### src/rtl/multicycle_controller.sv
// Multi-cycle RV32I sequencer: FETCH/DECODE/EXEC/MEM/WB with a req/ready
// memory handshake, an illegal-instruction HALT trap and a retired counter.
module multicycle_controller (
  input  logic        clk,
  input  logic        reset,
  input  logic [6:0]  opcode,
  input  logic [2:0]  funct3,
  input  logic        alu_zero,
  input  logic        alu_lt,
  input  logic        mem_ready,
  output logic [1:0]  ALUOp,
  output logic [1:0]  alu_src_a,
  output logic [1:0]  alu_src_b,
  output logic        mem_req,
  output logic        mem_we,
  output logic        mem_addr_sel,
  output logic        ir_write,
  output logic        pc_write,
  output logic        reg_write,
  output logic        aluout_write,
  output logic        pc_src,
  output logic [1:0]  wb_sel,
  output logic        halted,
  output logic [31:0] instret
);

  localparam logic [2:0] S_FETCH  = 3'd0;
  localparam logic [2:0] S_DECODE = 3'd1;
  localparam logic [2:0] S_EXEC   = 3'd2;
  localparam logic [2:0] S_MEM    = 3'd3;
  localparam logic [2:0] S_WB     = 3'd4;
  localparam logic [2:0] S_HALT   = 3'd5;

  localparam logic [6:0] OP_R      = 7'b0110011;
  localparam logic [6:0] OP_I      = 7'b0010011;
  localparam logic [6:0] OP_LOAD   = 7'b0000011;
  localparam logic [6:0] OP_STORE  = 7'b0100011;
  localparam logic [6:0] OP_BRANCH = 7'b1100011;
  localparam logic [6:0] OP_JAL    = 7'b1101111;
  localparam logic [6:0] OP_LUI    = 7'b0110111;
  localparam logic [6:0] OP_AUIPC  = 7'b0010111;

  logic [2:0]  state;
  logic [2:0]  state_nx;
  logic        retire;
  logic [31:0] count;
  logic        legal;
  logic        br_legal;
  logic        br_taken;

  // Opcode legality and branch condition decode
  always_comb begin
    legal    = 1'b0;
    br_legal = 1'b1;
    br_taken = 1'b0;
    case (opcode)
      OP_R, OP_I, OP_LOAD, OP_STORE, OP_BRANCH, OP_JAL, OP_LUI, OP_AUIPC: legal = 1'b1;
      default: legal = 1'b0;
    endcase
    case (funct3)
      3'b000:  br_taken = alu_zero;
      3'b001:  br_taken = ~alu_zero;
      3'b100:  br_taken = alu_lt;
      3'b101:  br_taken = ~alu_lt;
      default: br_legal = 1'b0;
    endcase
  end

  // Output strobes and next state; everything is forced low while reset is low
  always_comb begin
    ALUOp        = '0;
    alu_src_a    = '0;
    alu_src_b    = '0;
    mem_req      = 1'b0;
    mem_we       = 1'b0;
    mem_addr_sel = 1'b0;
    ir_write     = 1'b0;
    pc_write     = 1'b0;
    reg_write    = 1'b0;
    aluout_write = 1'b0;
    pc_src       = 1'b0;
    wb_sel       = '0;
    halted       = 1'b0;
    retire       = 1'b0;
    state_nx     = state;
    if (reset) begin
      case (state)
        S_FETCH: begin
          mem_req   = 1'b1;
          alu_src_b = 2'b01;
          if (mem_ready) begin
            ir_write = 1'b1;
            pc_write = 1'b1;
            state_nx = S_DECODE;
          end
        end
        S_DECODE: begin
          alu_src_a    = 2'b01;
          alu_src_b    = 2'b10;
          aluout_write = 1'b1;
          state_nx     = legal ? S_EXEC : S_HALT;
        end
        S_EXEC: begin
          case (opcode)
            OP_R: begin
              alu_src_a = 2'b10; alu_src_b = 2'b00; ALUOp = 2'b10;
              aluout_write = 1'b1; state_nx = S_WB;
            end
            OP_I: begin
              alu_src_a = 2'b10; alu_src_b = 2'b10; ALUOp = 2'b10;
              aluout_write = 1'b1; state_nx = S_WB;
            end
            OP_LOAD, OP_STORE: begin
              alu_src_a = 2'b10; alu_src_b = 2'b10; ALUOp = 2'b00;
              aluout_write = 1'b1; state_nx = S_MEM;
            end
            OP_LUI: begin
              alu_src_a = 2'b11; alu_src_b = 2'b10; ALUOp = 2'b11;
              aluout_write = 1'b1; state_nx = S_WB;
            end
            OP_AUIPC: begin
              alu_src_a = 2'b01; alu_src_b = 2'b10; ALUOp = 2'b00;
              aluout_write = 1'b1; state_nx = S_WB;
            end
            OP_BRANCH: begin
              alu_src_a = 2'b10; alu_src_b = 2'b00; ALUOp = 2'b01;
              if (br_legal) begin
                pc_write = br_taken;
                pc_src   = br_taken;
                retire   = 1'b1;
                state_nx = S_FETCH;
              end else begin
                state_nx = S_HALT;
              end
            end
            OP_JAL: begin
              // PC takes the ALUOut target while the register file captures PC+4
              ALUOp = 2'b11; pc_write = 1'b1; pc_src = 1'b1;
              reg_write = 1'b1; wb_sel = 2'b10;
              retire = 1'b1; state_nx = S_FETCH;
            end
            default: state_nx = S_HALT;
          endcase
        end
        S_MEM: begin
          mem_req      = 1'b1;
          mem_addr_sel = 1'b1;
          mem_we       = (opcode == OP_STORE);
          if (mem_ready) begin
            if (opcode == OP_STORE) begin
              retire   = 1'b1;
              state_nx = S_FETCH;
            end else begin
              state_nx = S_WB;
            end
          end
        end
        S_WB: begin
          reg_write = 1'b1;
          wb_sel    = (opcode == OP_LOAD) ? 2'b01 : 2'b00;
          retire    = 1'b1;
          state_nx  = S_FETCH;
        end
        S_HALT: halted = 1'b1;
        default: state_nx = S_FETCH;
      endcase
    end
  end

  // State register and retired-instruction counter (wraps naturally)
  always_ff @(posedge clk) begin
    if (!reset) begin
      state <= S_FETCH;
      count <= '0;
    end else begin
      state <= state_nx;
      if (retire) count <= count + 32'd1;
    end
  end

  assign instret = reset ? count : '0;

endmodule

### config.mk
export PLATFORM = sky130hd
export DESIGN_NAME = multicycle_controller
export DESIGN_NICKNAME = d
export VERILOG_FILES = /design/src/rtl/multicycle_controller.sv
export SDC_FILE = /design/constraint.sdc
export NUM_CORES = 1
export LEC_CHECK = 0
export ABC_AREA = 1
export BUFFER_PORTS_ARGS = -buffer_cell sky130_fd_sc_hd__buf_2
export CAP_MARGIN = 20
export CORE_ASPECT_RATIO = 0.8
export CORE_UTILIZATION = 30
export CTS_CLUSTER_DIAMETER = 100
export DETAILED_ROUTE_END_ITERATION = 10
export GPL_ROUTABILITY_DRIVEN = 0
export PLACE_DENSITY = 0.56
export RECOVER_POWER = 25
export SLEW_MARGIN = 40
export SYNTH_ARGS = -nofsm -noshare
export SYNTH_HDL_FRONTEND = slang
export SYNTH_SLANG_ARGS = --single-unit
export TNS_END_PERCENT = 1
### constraint.sdc
create_clock -name clk -period 2.15 [get_ports clk]
set_clock_uncertainty 0.1 [all_clocks]
set_input_delay 0.3225 -clock clk [delete_from_list [all_inputs] [get_ports clk]]
set_output_delay 0.3225 -clock clk [all_outputs]
set_load 0.02 [all_outputs]
Word-level counts from Yosys, hierarchy flattened
Cells that the tools add are included.
- $mul: 0
- equal/unequal tests: 18
- bitwise gates (word level): 3
- multiplexer cells: 53
- $lt $le $gt $ge: 0
- reduce and logical (&&, ||, !) cells: 13
- $add $sub $neg: 1
- divide/modulo/power cells: 0
- shift operators: 0
- operators by type and width (cell ; count):
    adder 32 x 1 -> 32 bit (second input constant) ; 1
    2-to-1 mux 32 bit ; 1
    2-to-1 mux 1 bit ; 26
    equality test 7 x 6 -> 1 bit (second input constant) ; 3
    one-hot mux 2 bit (3 select lines) ; 3
    2-to-1 mux 3 bit ; 5
    one-hot mux 3 bit (5 select lines) ; 1
    equality test 7 x 5 -> 1 bit (second input constant) ; 2
    equality test 7 bit (second input constant) ; 2
    2-to-1 mux 2 bit ; 7
    equality test 3 bit (second input constant) ; 4
    one-hot mux 3 bit (4 select lines) ; 1
    one-hot mux 1 bit (2 select lines) ; 5
    OR reduction 5 bit ; 2
    one-hot mux 2 bit (2 select lines) ; 2
    OR reduction 2 bit ; 4
    OR reduction 4 bit ; 2
    OR reduction 8 bit ; 1
    equality test 7 x 2 -> 1 bit (second input constant) ; 1
    equality test 3 x 1 -> 1 bit (second input constant) ; 2
    equality test 3 x 2 -> 1 bit (second input constant) ; 2
    logical NOT 3 bit ; 2
    OR reduction 6 bit ; 1
    inequality test 2 bit (second input constant) ; 2
    other kinds (4) ; 6
- output and inout port bits: 49
- bits in latches: 0
- memories kept: 0
- RAM bits: 0
- ROM bits: 0
- register bits after elaboration: 35

Logic depth before layout (Yosys ltp)
- word-level depth: 7
- depth in mapped cells: 12
- depth with buffers taken out: 11

Worst setup path after synthesis
No wires, ideal clock.
- path kind: flip-flop to output port
- start point: register state[1]
- end point: output pc_write
- setup slack: 0.256 ns
- cell stages (with the launch flop): 7
- arrival: 1.472 ns
- path buffers: 0
- cell sequence: dfxtp_1 inv_1 nor3_2 nand2_1 inv_1 nand2_1 o21ai_0
- cells in the longest elaborated chain, start to end: 3
- ends and longest elaborated chain (element ; line ; text):
    start: declaration ; 43 ; logic [2:0] state;
    start signal: assignment ; 176 ; state <= state_nx;
    equality test 3 x 2 -> 1 bit or logical NOT 3 bit (tied branches) ; 87 ; case (state)
    one-hot mux 1 bit (2 select lines) (*) ; 87 ;
    2-to-1 mux 1 bit (*) ; 86 ; if (reset) begin
    end: declaration ; 18 ; output logic pc_write,
Every way passes the cells marked *; elsewhere a longest branch is shown, timed or not.

Worst setup path after layout
- start point: register state[0]
- end point: output alu_src_b[1]
- cells in the longest elaborated chain, start to end: 3
- ends and longest elaborated chain (element ; line ; text):
    equality test 3 x 2 -> 1 bit (tied with other cells) ; 87 ;
    one-hot mux 2 bit (3 select lines) (*) ; 87 ;
    2-to-1 mux 2 bit (*) ; 86 ;
    end: declaration ; 13 ; output logic [1:0] alu_src_b,
Marked as above.

==> reports/results.tsv <==
metric	value	unit
outcome	completed	
synthArstFlopShare	0	%
tightest_slew	0.561	ns
path_max_fanout	3	
grt_overflow	0	
fillers	1074	
syn_area_per_cell	5.64	µm²
clockBufferDepth	2	
dpl.cell_count	700	
slew_headroom	62.3	%
place_hpwl	6640	µm
row_count	32	
wl_met1	4550	µm
antenna_found_initial	0	
grt_max_degree	41	
layout-drive-gt1-share	18.6	%
synthCells	525	
via_per_inst	4.82	
regToRegStartpoint	state[2]$_SDFFE_PN0P_	
grt_pass1_vias	2850	
register_area	702	µm²
postCtsHoldBufs	0	
ios	64	
dieArea	0.0103	mm²
postRouteAntennaNets	0	
first_pass_iters	5	
yosysSeqAreaShare	23.7	%
coreArea	0.00961	mm²
n_antenna_cell	0	
final_util	37.1	%
multi_input_area	0.00192	mm²
fin_tns_setup	0	ns
clock_sinks	35	
clk_pin_slew_worst_paths	0.05	ns
synth_nets	541	
grt_pass1_wl	13900	µm
numPortBuffers	63	
start_util	30.8	%
netlist_area	0.00296	mm²
yosys_register_bits	35	
num_vias	3420	
wl_met3	476	µm
ir_drop	227	µV
clock_latency	0.28	ns
cts_tree	built	
synth_ff_type	dfxtp_1	
ys_warn_count	0	
hold_start	mem_ready	
die-width	113	µm
max_freq	485	MHz
synth_cell_types	29	
die_y	90.9	µm
crit_path_end_kind	primary output	
finalNonFillerCells	709	
drt_drc_violations_left	0	
rsz0062_at_grt	false	
crit_path_start	state[0]$_SDFFE_PN0P_	
finalCriticalPeriod	2.06	ns
cap_violations	0	
period_share	95.8	%
route.met2.wl	3490	µm
syn_to_final_growth	20.4	%
path_class	register to primary output	
p_leak	1.73	nW
gr-usage-all-layers	16.8	%
final_nets	605	
final-hold-violation-count	0	
routed_wl	8590	µm
cts-root-buf	clkbuf_16	
cp-start-kind	register	
drt-initial-drc-count	249	
crit_arrival	1.64	ns
synth_edf_count	0	
hp-class	input port to register	
routed.top_layer	met4	
cp.required	1.73	ns
cts_buffers	5	
p_per_area	485	mW/mm²
cts_max_level	2	
drv_slew	0	
wl_per_cell	12.1	µm
setup_viol	0	
stage by stage:
step	instance area (µm²)	total power, mW	setup slack (ns)	hold slack (ns)
floorplan	2960	0.893	0.256	0.369
global placement	3410	0.967	0.192	0.387
detailed placement	3410	0.969	0.146	0.391
CTS	3570	1.74	0.0918	0.268
global route	3570	1.80	0.0168	0.283
finish	3570	1.73	0.0901	0.264
synthesized netlist by cell type, drive strengths merged, types with 3 or more instances:
cell	number	area share [%]
a21oi	38	7.9
buf	11	2.7
clkbuf	6	0.76
dfxtp	35	24
inv	66	8.4
nand2	199	26
nand3	42	9.3
nand3b	13	3.3
nand4	3	0.63
nor2	85	11
nor3	3	0.68
nor4	3	0.63
o21ai	8	1.5
xor2	7	2.1
final cells by class:
type / instances / share of cell area, %
timing repair buffer: 74 / 11.0
sequential: 35 / 19.7
tap: 119 / 4.17
multi-input combinational: 407 / 53.8
clock buffer: 8 / 4.38
inverter: 66 / 6.94
cell families (layout without fill, tap and decap cells):
| kind of cell | count (synthesis) | after routing | synth area share, % |
|---|---|---|---|
| AOI/OAI and AO/OA | 49 | 49 | 10.1 |
| xor gates and xnor gates | 9 | 9 | 2.66 |
| adders and majority gates | 1 | 1 | 0.422 |
| buffers and inverters | 83 | 148 | 11.9 |
| DFF | 35 | 35 | 23.7 |
| and+or+nand+nor | 348 | 348 | 51.3 |
cells in the final DEF, fill, tap and decap left out, types with 2 or more instances in the layout:
master / synthesis / final
nand2_1: 194 / 195
nor2_1: 83 / 82
inv_1: 61 / 61
buf_2: 7 / 51
dfxtp_1: 35 / 34
nand3_1: 29 / 29
a21oi_1: 26 / 26
nand3_2: 13 / 13
nand3b_1: 13 / 13
clkbuf_1: 6 / 13
a21oi_2: 12 / 12
buf_4: 0 / 8
xor2_1: 7 / 7
o21ai_0: 7 / 6
inv_2: 5 / 5
clkbuf_16: 0 / 5
nand2_2: 5 / 4
nor4_1: 3 / 3
nand4_1: 3 / 3
nor2_2: 1 / 2
nor3_1: 2 / 2
o22ai_1: 2 / 2
o21ai_2: 1 / 2
xnor2_1: 2 / 2
clkbuf_8: 0 / 2
report_power, final:
group	switching (mW)	leakage (nW)	internal, mW
combinational	0.200	1.37	0.0871
sequential	0.0134	0.283	0.660
clock	0.274	0.0772	0.493
final timing paths:
kind / end / slack (ns) / depth (start not counted)
hold reg to reg: count[31]$_SDFFE_PN0P_ / 0.40 / 2
hold / removal: state[1]$_SDFFE_PN0P_ / 0.26 / 4
setup / recovery: alu_src_b[1] / 0.09 / 7
setup reg to reg: count[14]$_SDFFE_PN0P_ / 0.26 / 8
critical path, stage by stage, from the launching register on:
cell and delay (ns):
dfxtp_1 0.40, inv_1 0.10, nor3_1 0.32, inv_1 0.13
nand2_1 0.10, o21ai_0 0.09, inv_1 0.07, buf_2 0.15
state kept, by name, indices dropped and copies added, names as in the netlist:
name   cells
count     32
state      3
per-layer routing:
metal / GRT usage, % / up-vias
met1: 25.6 / 1556
met4: 4.39 / 0
met5: 0 / -
met2: 23.6 / 97
met3: 3.09 / 8
li1: - / 1759
timing repair:
action / 4_1_cts / 5_1_grt
pin swaps: 0 / 3
endpoints found under the setup margin: 1 / 3
buffers inserted: 0 / 1
gates cloned: 0 / 0
resized for setup: 1 / 6
No activity file was read; power rests on OpenSTA's default activity.
